### config.mk
export PLATFORM = sky130hd
export DESIGN_NAME = wb_select_stage
export DESIGN_NICKNAME = d
export VERILOG_FILES = /design/src/rtl/wb_pkg.sv /design/src/rtl/wb_load_ext.sv /design/src/rtl/wb_select_stage.sv
export SDC_FILE = /design/constraint.sdc
export NUM_CORES = 1
export LEC_CHECK = 0
export CELL_PAD_IN_SITES_DETAIL_PLACEMENT = 2
export CELL_PAD_IN_SITES_GLOBAL_PLACEMENT = 2
export CORE_ASPECT_RATIO = 1.1
export CORE_UTILIZATION = 25
export CTS_CLUSTER_SIZE = 28
export DETAILED_ROUTE_END_ITERATION = 8
export PLACE_DENSITY_LB_ADDON = 0.1
export REMOVE_ABC_BUFFERS = 1
export SYNTH_ARGS = -nofsm -noshare
export SYNTH_HDL_FRONTEND = slang
export SYNTH_SLANG_ARGS = --single-unit
### constraint.sdc
create_clock -name clk -period 1.6 [get_ports clk]
set_input_delay 0.32 -clock clk [delete_from_list [all_inputs] [get_ports clk]]
set_output_delay 0.32 -clock clk [all_outputs]
set_load 0.03 [all_outputs]
### src/rtl/wb_pkg.sv
// Shared encodings for the writeback select stage: load sizes, fixed
// source indices and the buffer state type.
package wb_pkg;

    localparam logic [1:0] SZ_BYTE = 2'd0;
    localparam logic [1:0] SZ_HALF = 2'd1;
    localparam logic [1:0] SZ_WORD = 2'd2;
    localparam logic [1:0] SZ_FULL = 2'd3;

    localparam int SRC_ALU = 0;
    localparam int SRC_MEM = 1;

    typedef enum logic [1:0] {
        ST_EMPTY = 2'd0,
        ST_ONE   = 2'd1,
        ST_FULL  = 2'd2
    } fifo_state_t;

endpackage

### src/rtl/wb_load_ext.sv
// Load lane extraction: picks the byte/half/word at a byte offset of the
// memory word and sign- or zero-extends it. Purely combinational.
module wb_load_ext
    import wb_pkg::*;
#(
    parameter int DATA_W = 32
) (
    input  logic [DATA_W-1:0] word,
    input  logic [1:0]        size,
    input  logic              sgn,
    input  logic [2:0]        off,
    output logic [DATA_W-1:0] data,
    output logic              misaligned
);

    logic [1:0]        eff_size;
    logic [DATA_W-1:0] shifted;

    // Shift the addressed lane down to bit 0, then extend by size.
    always_comb begin
        eff_size = size;
        if (DATA_W == 32 && size == SZ_FULL) begin
            eff_size = SZ_WORD;
        end
        shifted    = word >> {off, 3'b000};
        data       = '0;
        misaligned = 1'b0;
        case (eff_size)
            SZ_BYTE: begin
                data = sgn ? DATA_W'($signed(shifted[7:0])) : DATA_W'(shifted[7:0]);
            end
            SZ_HALF: begin
                misaligned = off[0];
                data = sgn ? DATA_W'($signed(shifted[15:0])) : DATA_W'(shifted[15:0]);
            end
            SZ_WORD: begin
                // A 32-bit word has no upper half to address.
                misaligned = (off[1:0] != 2'd0) || (DATA_W == 32 && off[2]);
                data = sgn ? DATA_W'($signed(shifted[31:0])) : DATA_W'(shifted[31:0]);
            end
            default: begin
                misaligned = (off != 3'd0);
                data       = shifted;
            end
        endcase
    end

endmodule

### src/rtl/wb_select_stage.sv
// Writeback select stage: picks one of NUM_SRC result sources, optionally
// extracts/extends a load lane, and buffers beats in a 2-entry FIFO.
// Optional load extraction is enabled by defining WB_LOAD_EXT_EN.
//
// state    | meaning
// ST_EMPTY | no beat buffered, out_valid low
// ST_ONE   | head valid, room for one more
// ST_FULL  | head and tail valid, in_ready low
module wb_select_stage
    import wb_pkg::*;
#(
    parameter  int DATA_W  = 32,
    parameter  int NUM_SRC = 4,
    parameter  int REG_AW  = 5,
    localparam int SEL_W   = $clog2(NUM_SRC)
) (
    input  logic                      clk,
    input  logic                      rst_n,
    input  logic                      in_valid,
    output logic                      in_ready,
    input  logic [NUM_SRC*DATA_W-1:0] in_src,
    input  logic [SEL_W-1:0]          in_sel,
    input  logic [1:0]                in_size,
    input  logic                      in_signed,
    input  logic [2:0]                in_off,
    input  logic [REG_AW-1:0]         in_rd,
    input  logic                      in_we,
    input  logic                      flush,
    output logic                      out_valid,
    input  logic                      out_ready,
    output logic [DATA_W-1:0]         out_data,
    output logic [REG_AW-1:0]         out_rd,
    output logic                      out_we,
    output logic                      err_sticky
);

    typedef struct packed {
        logic [DATA_W-1:0] data;
        logic [REG_AW-1:0] rd;
        logic              we;
    } beat_t;

    fifo_state_t       state, state_nx;
    beat_t             head, tail, beat_nx;
    logic              push, pop, ld_head, ld_tail, shift;
    logic [DATA_W-1:0] sel_data, ext_data;
    logic              sel_ok, is_mem, ext_mis, beat_err;

    assign in_ready   = (state != ST_FULL);
    assign out_valid  = (state != ST_EMPTY);
    assign out_data   = head.data;
    assign out_rd     = head.rd;
    assign out_we     = head.we;
    assign push       = in_valid && in_ready;
    assign pop        = out_valid && out_ready;
    assign is_mem     = (in_sel == SEL_W'(SRC_MEM));

`ifdef WB_LOAD_EXT_EN
    wb_load_ext #(.DATA_W(DATA_W)) u_load_ext (
        .word       (in_src[SRC_MEM*DATA_W +: DATA_W]),
        .size       (in_size),
        .sgn        (in_signed),
        .off        (in_off),
        .data       (ext_data),
        .misaligned (ext_mis)
    );
`else
    wire unused_load_cfg = ^{in_size, in_signed, in_off};
    assign ext_data = in_src[SRC_MEM*DATA_W +: DATA_W];
    assign ext_mis  = 1'b0;
`endif

    // Source mux; an out-of-range select leaves sel_ok low.
    always_comb begin
        sel_data = '0;
        sel_ok   = 1'b0;
        for (int k = SRC_ALU; k < NUM_SRC; k++) begin
            if (in_sel == SEL_W'(k)) begin
                sel_data = in_src[k*DATA_W +: DATA_W];
                sel_ok   = 1'b1;
            end
        end
    end

    // Form the beat to store; errors store a harmless zero non-write.
    always_comb begin
        beat_err     = !sel_ok || (is_mem && ext_mis);
        beat_nx.data = is_mem ? ext_data : sel_data;
        beat_nx.rd   = in_rd;
        beat_nx.we   = in_we;
        if (beat_err) begin
            beat_nx.data = '0;
            beat_nx.we   = 1'b0;
        end
    end

    // Next-state and storage-control decode; flush overrides everything.
    always_comb begin
        state_nx = state;
        ld_head  = 1'b0;
        ld_tail  = 1'b0;
        shift    = 1'b0;
        if (flush) begin
            state_nx = ST_EMPTY;
        end else begin
            case (state)
                ST_EMPTY: begin
                    if (push) begin
                        state_nx = ST_ONE;
                        ld_head  = 1'b1;
                    end
                end
                ST_ONE: begin
                    if (push && pop) begin
                        ld_head = 1'b1;
                    end else if (push) begin
                        state_nx = ST_FULL;
                        ld_tail  = 1'b1;
                    end else if (pop) begin
                        state_nx = ST_EMPTY;
                    end
                end
                ST_FULL: begin
                    if (pop) begin
                        state_nx = ST_ONE;
                        shift    = 1'b1;
                    end
                end
                default: state_nx = ST_EMPTY;
            endcase
        end
    end

    // State register.
    always_ff @(posedge clk or negedge rst_n) begin
        if (!rst_n) begin
            state <= ST_EMPTY;
        end else begin
            state <= state_nx;
        end
    end

    // Entry storage: head is what the consumer sees, tail waits behind it.
    always_ff @(posedge clk or negedge rst_n) begin
        if (!rst_n) begin
            head <= '0;
            tail <= '0;
        end else begin
            if (ld_head) begin
                head <= beat_nx;
            end else if (shift) begin
                head <= tail;
            end
            if (ld_tail) begin
                tail <= beat_nx;
            end
        end
    end

    // Error flag latches on any accepted erroneous beat; only reset clears it.
    always_ff @(posedge clk or negedge rst_n) begin
        if (!rst_n) begin
            err_sticky <= 1'b0;
        end else if (push && !flush && beat_err) begin
            err_sticky <= 1'b1;
        end
    end

endmodule

# == Word level (Yosys, flattened, before mapping) ==
# Cells that the tools add are included.
# word_totals
word_cells,59
register_bits,79
inputBits,147
out_inout_bits,41
# op_classes
eq_ne,10
n_mux,29
n_reduce_logical,12
# op_table
operator,count
$mux W32,5
$mux W38,2
$mux W1,14
$mux W2,6
$ne A3 B3 Y1 const B,3
$eq A2 B2 Y1 const B,3
$pmux W2 S3,1
$logic_and A1 B1 Y1,5
$eq A2 B1 Y1 const B,2
$logic_not A2 Y1,2
$ne A4 B4 Y1 const B,1
$reduce_and A4 Y1,1
$reduce_bool A2 Y1,2
$logic_not A1 Y1,2
$ne A2 B2 Y1 const B,1
$pmux W1 S2,1

# == Depth between registers and ports, before layout ==
# Gate-level depths: netlist of run 1.
# logic_depth
word_depth,7
ltp_mapped,5
ltp_nobuf,3

# == Worst setup path after synthesis of run 1 ==
# No wires, ideal clock.
# synth_timing
path_kind,input to register
startpoint,input in_sel[1]
endpoint,register tail[22] in the netlist's numbering
setup_ns,0.128
cell_stages,4
setup_slack_ns,-0.086
arrival_ns,1.558
path_buffers,2
required_time_ns,1.472
cell_sequence,buf_2 > buf_2 > mux4_2 > mux2_1
# synth_via
elab_chain_cells,6
word_cells_on_any_way,13
cone_classes,3 x eq/ne; 9 x mux; 1 x reduce/logical
# synth_lines
item,line_no,text
start: declaration,wb_select_stage.sv:22,"input logic [SEL_W-1:0] in_sel,"
$logic_not A2 Y1,wb_select_stage.sv:78,if (in_sel == SEL_W'(k)) begin
$mux W32 / $mux W1 (equally long branches) (3 in a row),wb_select_stage.sv:78,
$mux W32 / $mux W1 (equally long branches),"wb_select_stage.sv:88, wb_select_stage.sv:78",
$mux W32 (*),wb_select_stage.sv:91,if (beat_err) begin
end signal: assignment,wb_select_stage.sv:155,tail <= beat_nx;
end: declaration,wb_select_stage.sv:44,"beat_t head, tail, beat_nx;"
# Every way passes the cells marked *; elsewhere a longest branch is shown, timed or not.
# A chain may end at the register's enable or synchronous reset.

# == Worst setup path after layout of run 1 ==
# layout_timing
startpoint,input out_ready
endpoint,register head (netlist bit out_data[9])
# layout_via
elab_chain_cells,6
word_cells_on_any_way,10
cone_classes,7 x mux; 3 x reduce/logical
# layout_lines
item,line_no,text
start: declaration,wb_select_stage.sv:30,"input logic out_ready,"
$logic_and A1 B1 Y1 (*),wb_select_stage.sv:55,assign pop = out_valid && out_ready;
$logic_and A1 B1 Y1,wb_select_stage.sv:114,if (push && pop) begin
$mux W1,wb_select_stage.sv:114,
$pmux W1 S2,wb_select_stage.sv:106,case (state)
$mux W1,wb_select_stage.sv:103,if (flush) begin
$mux W38 / $reduce_bool A2 Y1 (equally long branches),n/a,
end signal: assignment,wb_select_stage.sv:150,head <= beat_nx;
end signal: assignment,wb_select_stage.sv:152,head <= tail;
end: declaration,wb_select_stage.sv:44,
# Marked as above.

==> flow_metrics.tcl, run 1 <==
set metrics [dict create \
    violations "design-rule violations, negative setup slack" \
    via_count 3223 \
    ir_worst_vdd_v 0.000581 \
    cpMaxStageDelayCell "clkdlybuf4s50_1" \
    period_minus_slack_ps 1720 \
    whs_path_depth 0 \
    path_clk_slew_ps 60 \
    first_global_vias 3625 \
    synth_area_um2 4180 \
    place_hpwl_mm 9.71 \
    dr.pass1.iters 6 \
    core_region_area_um2 16400 \
    fill_cells 1602 \
    worst_slack_ps -121 \
    p_seq_share_pct 37.9 \
    vias_per_cell 4.71 \
    p_sw_w 0.00223 \
    routed_wl_mm 14.2 \
    grt_pass1_wl_mm 21.0 \
    num-nets-final 623 \
    critPathArrivalTime_ps 1940 \
    yosys_warnings 0 \
    cp-start-kind "primary input" \
    rows 49 \
    p_int_w 0.00526 \
    rsz0062_at_grt "true" \
    n_antenna_cell 0 \
    drive_gt1_share_pct 43.1 \
    rr_endpoint "out_data[9]" \
    grt_overflow 0 \
    drtIter0Drc 105 \
    netlist_instances 261 \
    r2r_cells 4 \
    tightest_slew_ps 374 \
    clkPwrFrac_pct 27.0 \
    cp-end-kind "register" \
    synth_cell_types 25 \
    fin_worst_skew_ps 7.24 \
    leakagePower_nw 3.14 \
    die_x_um 125 \
    critPathKind "in -> reg" \
    r2r_start "state[0]" \
    min_from "err_sticky" \
    avgRoutedWirePerCell_um 20.8 \
    slew_headroom_pct 75.1 \
    fin_tns_setup_ps -5310 \
    synth_seq_cells 79 \
    cp_common_cell "mux2_2" \
    path_cells "clkdlybuf4s50_1 -> and4bb_4 -> buf_12 -> mux2_2 -> mux2_2" \
    clockRootBuffer "clkbuf_16" \
    slew_viol_final 0 \
    hp-class "reg -> reg" \
    die_y_um 138 \
    io_pins 188 \
    ant_nets 0 \
    hold-path-endpoint "err_sticky" \
    start_util_pct 25.5 \
    cpPeakStageDelay_ps 490 \
    track_usage_pct 16.4 \
    syn2layout_area_growth_pct 72.6 \
    htree_levels 3 \
    grt_max_degree 37 \
    maxCapViolations 0 \
    dieArea_um2 17200 \
    place_congestion 0.678 \
    finalHoldViolations 0 \
    dpl_worst_slack_ps -504 \
    synth-seq-area-share_pct 47.3 \
    drc 9 \
    antenna_found_initial 0 \
    combPwrFrac_pct 35.1 \
    cts_buffer_depth 2 \
    insertion_delay_ps 330 \
    setup_viol 61 \
    max_clock_freq_mhz 581 \
    required_ps 1820 \
    io_buffers 181 \
    crit_fanout 21 \
    cts_sinks 79 \
    cts_tree "built" \
    p_per_area_nw_per_um2 1040 \
    syn_avg_cell_area_um2 16.0 \
    switching_share_pct 29.7 \
    status "finished, violations left" \
    r2r_slack_ps -110 \
    numCtsBuffers 9 \
    period_share_pct 108 \
]
power by group through the flow:
stage	combinational [W]	clock, W	sequential, W
after floorplan	0.000867	0	0.00325
after global placement	0.00245	0	0.00281
after detailed placement	0.00253	0	0.00286
after CTS	0.00251	0.00209	0.00283
after global routing	0.00279	0.00216	0.00291
final	0.00263	0.00202	0.00284
sequential cells by signal, summed over array words and instances, names as in the netlist:
signal,cells
tail,38
out_data,32
state,2
out_rd,5
out_we,1
err_sticky,1
placed cells by master, fill, tap and decap left out, types with 2 or more instances in the layout:
cell type and count:
buf_6 9, buf_2 2, buf_16 4, clkbuf_16 12, a221o_1 7, mux2_2 55
dlygate4sd2_1 39, buf_4 19, dfrtp_1 79, and2_1 6, mux4_2 32, nand2b_4 3
clkbuf_8 4, mux2_4 45, clkdlybuf4s50_1 136, buf_12 11
cells by family (layout without fill, tap and decap cells):
kind of cell,after synthesis,in the layout,synth area share (%)
flops,79,79,47.3
buf+inv,20,239,2.52
simple gates,18,18,3.03
compound gates,11,11,2.43
mux,133,133,44.7
worst max-delay path by stage:
stage / slack [ps] / from / end
finish: -120 / out_ready / out_data[9]
global route: -160 / state[0] / out_data[9]
CTS: -120 / state[0] / out_data[4]
detailed placement: -500 / flush / out_data[4]
global placement: -460 / flush / out_data[2]
floorplan: -640 / state[1] / out_data[0]
timing repair:
item | CTS | global route
hold endpoints to repair | 23 | 0
gates cloned | 4 | 4
buffers inserted | 6 | 3
pin swaps | 2 | 0
endpoints found under the setup margin | 116 | 79
hold buffers | 1 | 0
gates resized for setup | 80 | 39
cells in the mapped netlist, drive strengths merged:
cell type / number / area [µm²]
nand2b: 3 / 18.8
a221o: 7 / 70.1
o31ai: 1 / 7.51
and4bb: 1 / 12.5
mux2i: 1 / 10.0
and3: 1 / 6.26
or2: 1 / 6.26
mux2: 100 / 1140
and2: 7 / 43.8
nor2: 1 / 3.75
mux4: 32 / 721
or3b: 1 / 8.76
a21oi: 2 / 13.8
o21ba: 1 / 10.0
buf: 15 / 86.3
nor3b: 1 / 18.8
clkbuf: 5 / 18.8
dfrtp: 79 / 1980
nand2: 2 / 7.51
area by class of cell:
type                    count  area (µm²)  share of cell area (%)
clock inverters             2        13.8                   0.191
repair buffers            224        2370                    32.9
well taps                 204         255                    3.54
multi-input cells         162        2310                    32.1
clock buffers              13         280                    3.89
flip-flops and latches     79        1980                    27.4
worst max-delay path, delay by kind of cell:
kind / cells / cell delay [ps]
buffers and inverters: 2 / 690
muxes: 2 / 620
and+or+nand+nor: 1 / 300
metrics by stage:
step                      util [%]  total power [W]  instance area (µm²)  hold slack [ps]  std cells
final                         44.0          0.00748                 7210              377        684
after global routing          44.0          0.00786                 7210              396        684
after CTS                     42.7          0.00743                 6990              383        679
after detailed placement      39.5          0.00539                 6460              269        654
after global placement        39.5          0.00526                 6460              265        654
after floorplan                  -          0.00411                 4070             24.4        241
per-layer routing:
layer,wire length [µm],global-route usage (%),up-vias,part of all wire (%)
met3,953,4.89,12,6.7
li1,-,-,1438,-
met1,5570,18.5,1661,39
met2,7500,29.8,112,53
met5,0,0,-,0
met4,167,5.28,0,1.2
Power figures use the tool's default switching activity.
==> inputs of run 2 (changes only) <==
--- a/config.mk
+++ b/config.mk
@@ -9,7 +9,7 @@
 export CELL_PAD_IN_SITES_GLOBAL_PLACEMENT = 2
 export CORE_ASPECT_RATIO = 1.1
 export CORE_UTILIZATION = 25
-export CTS_CLUSTER_SIZE = 28
+export CTS_CLUSTER_SIZE = 20
 export DETAILED_ROUTE_END_ITERATION = 8
 export PLACE_DENSITY_LB_ADDON = 0.1
 export REMOVE_ABC_BUFFERS = 1
==> results of run 2 <==
Final layout, timing and power as in run 1 (identical DEF).
==> inputs of run 3 (changes only) <==
--- a/config.mk
+++ b/config.mk
@@ -9,6 +9,7 @@
 export CELL_PAD_IN_SITES_GLOBAL_PLACEMENT = 2
 export CORE_ASPECT_RATIO = 1.1
 export CORE_UTILIZATION = 25
+export CTS_CLUSTER_DIAMETER = 60
 export CTS_CLUSTER_SIZE = 20
 export DETAILED_ROUTE_END_ITERATION = 8
 export PLACE_DENSITY_LB_ADDON = 0.1
==> results of run 3 <==
Final layout, timing and power as in run 1 (identical DEF).
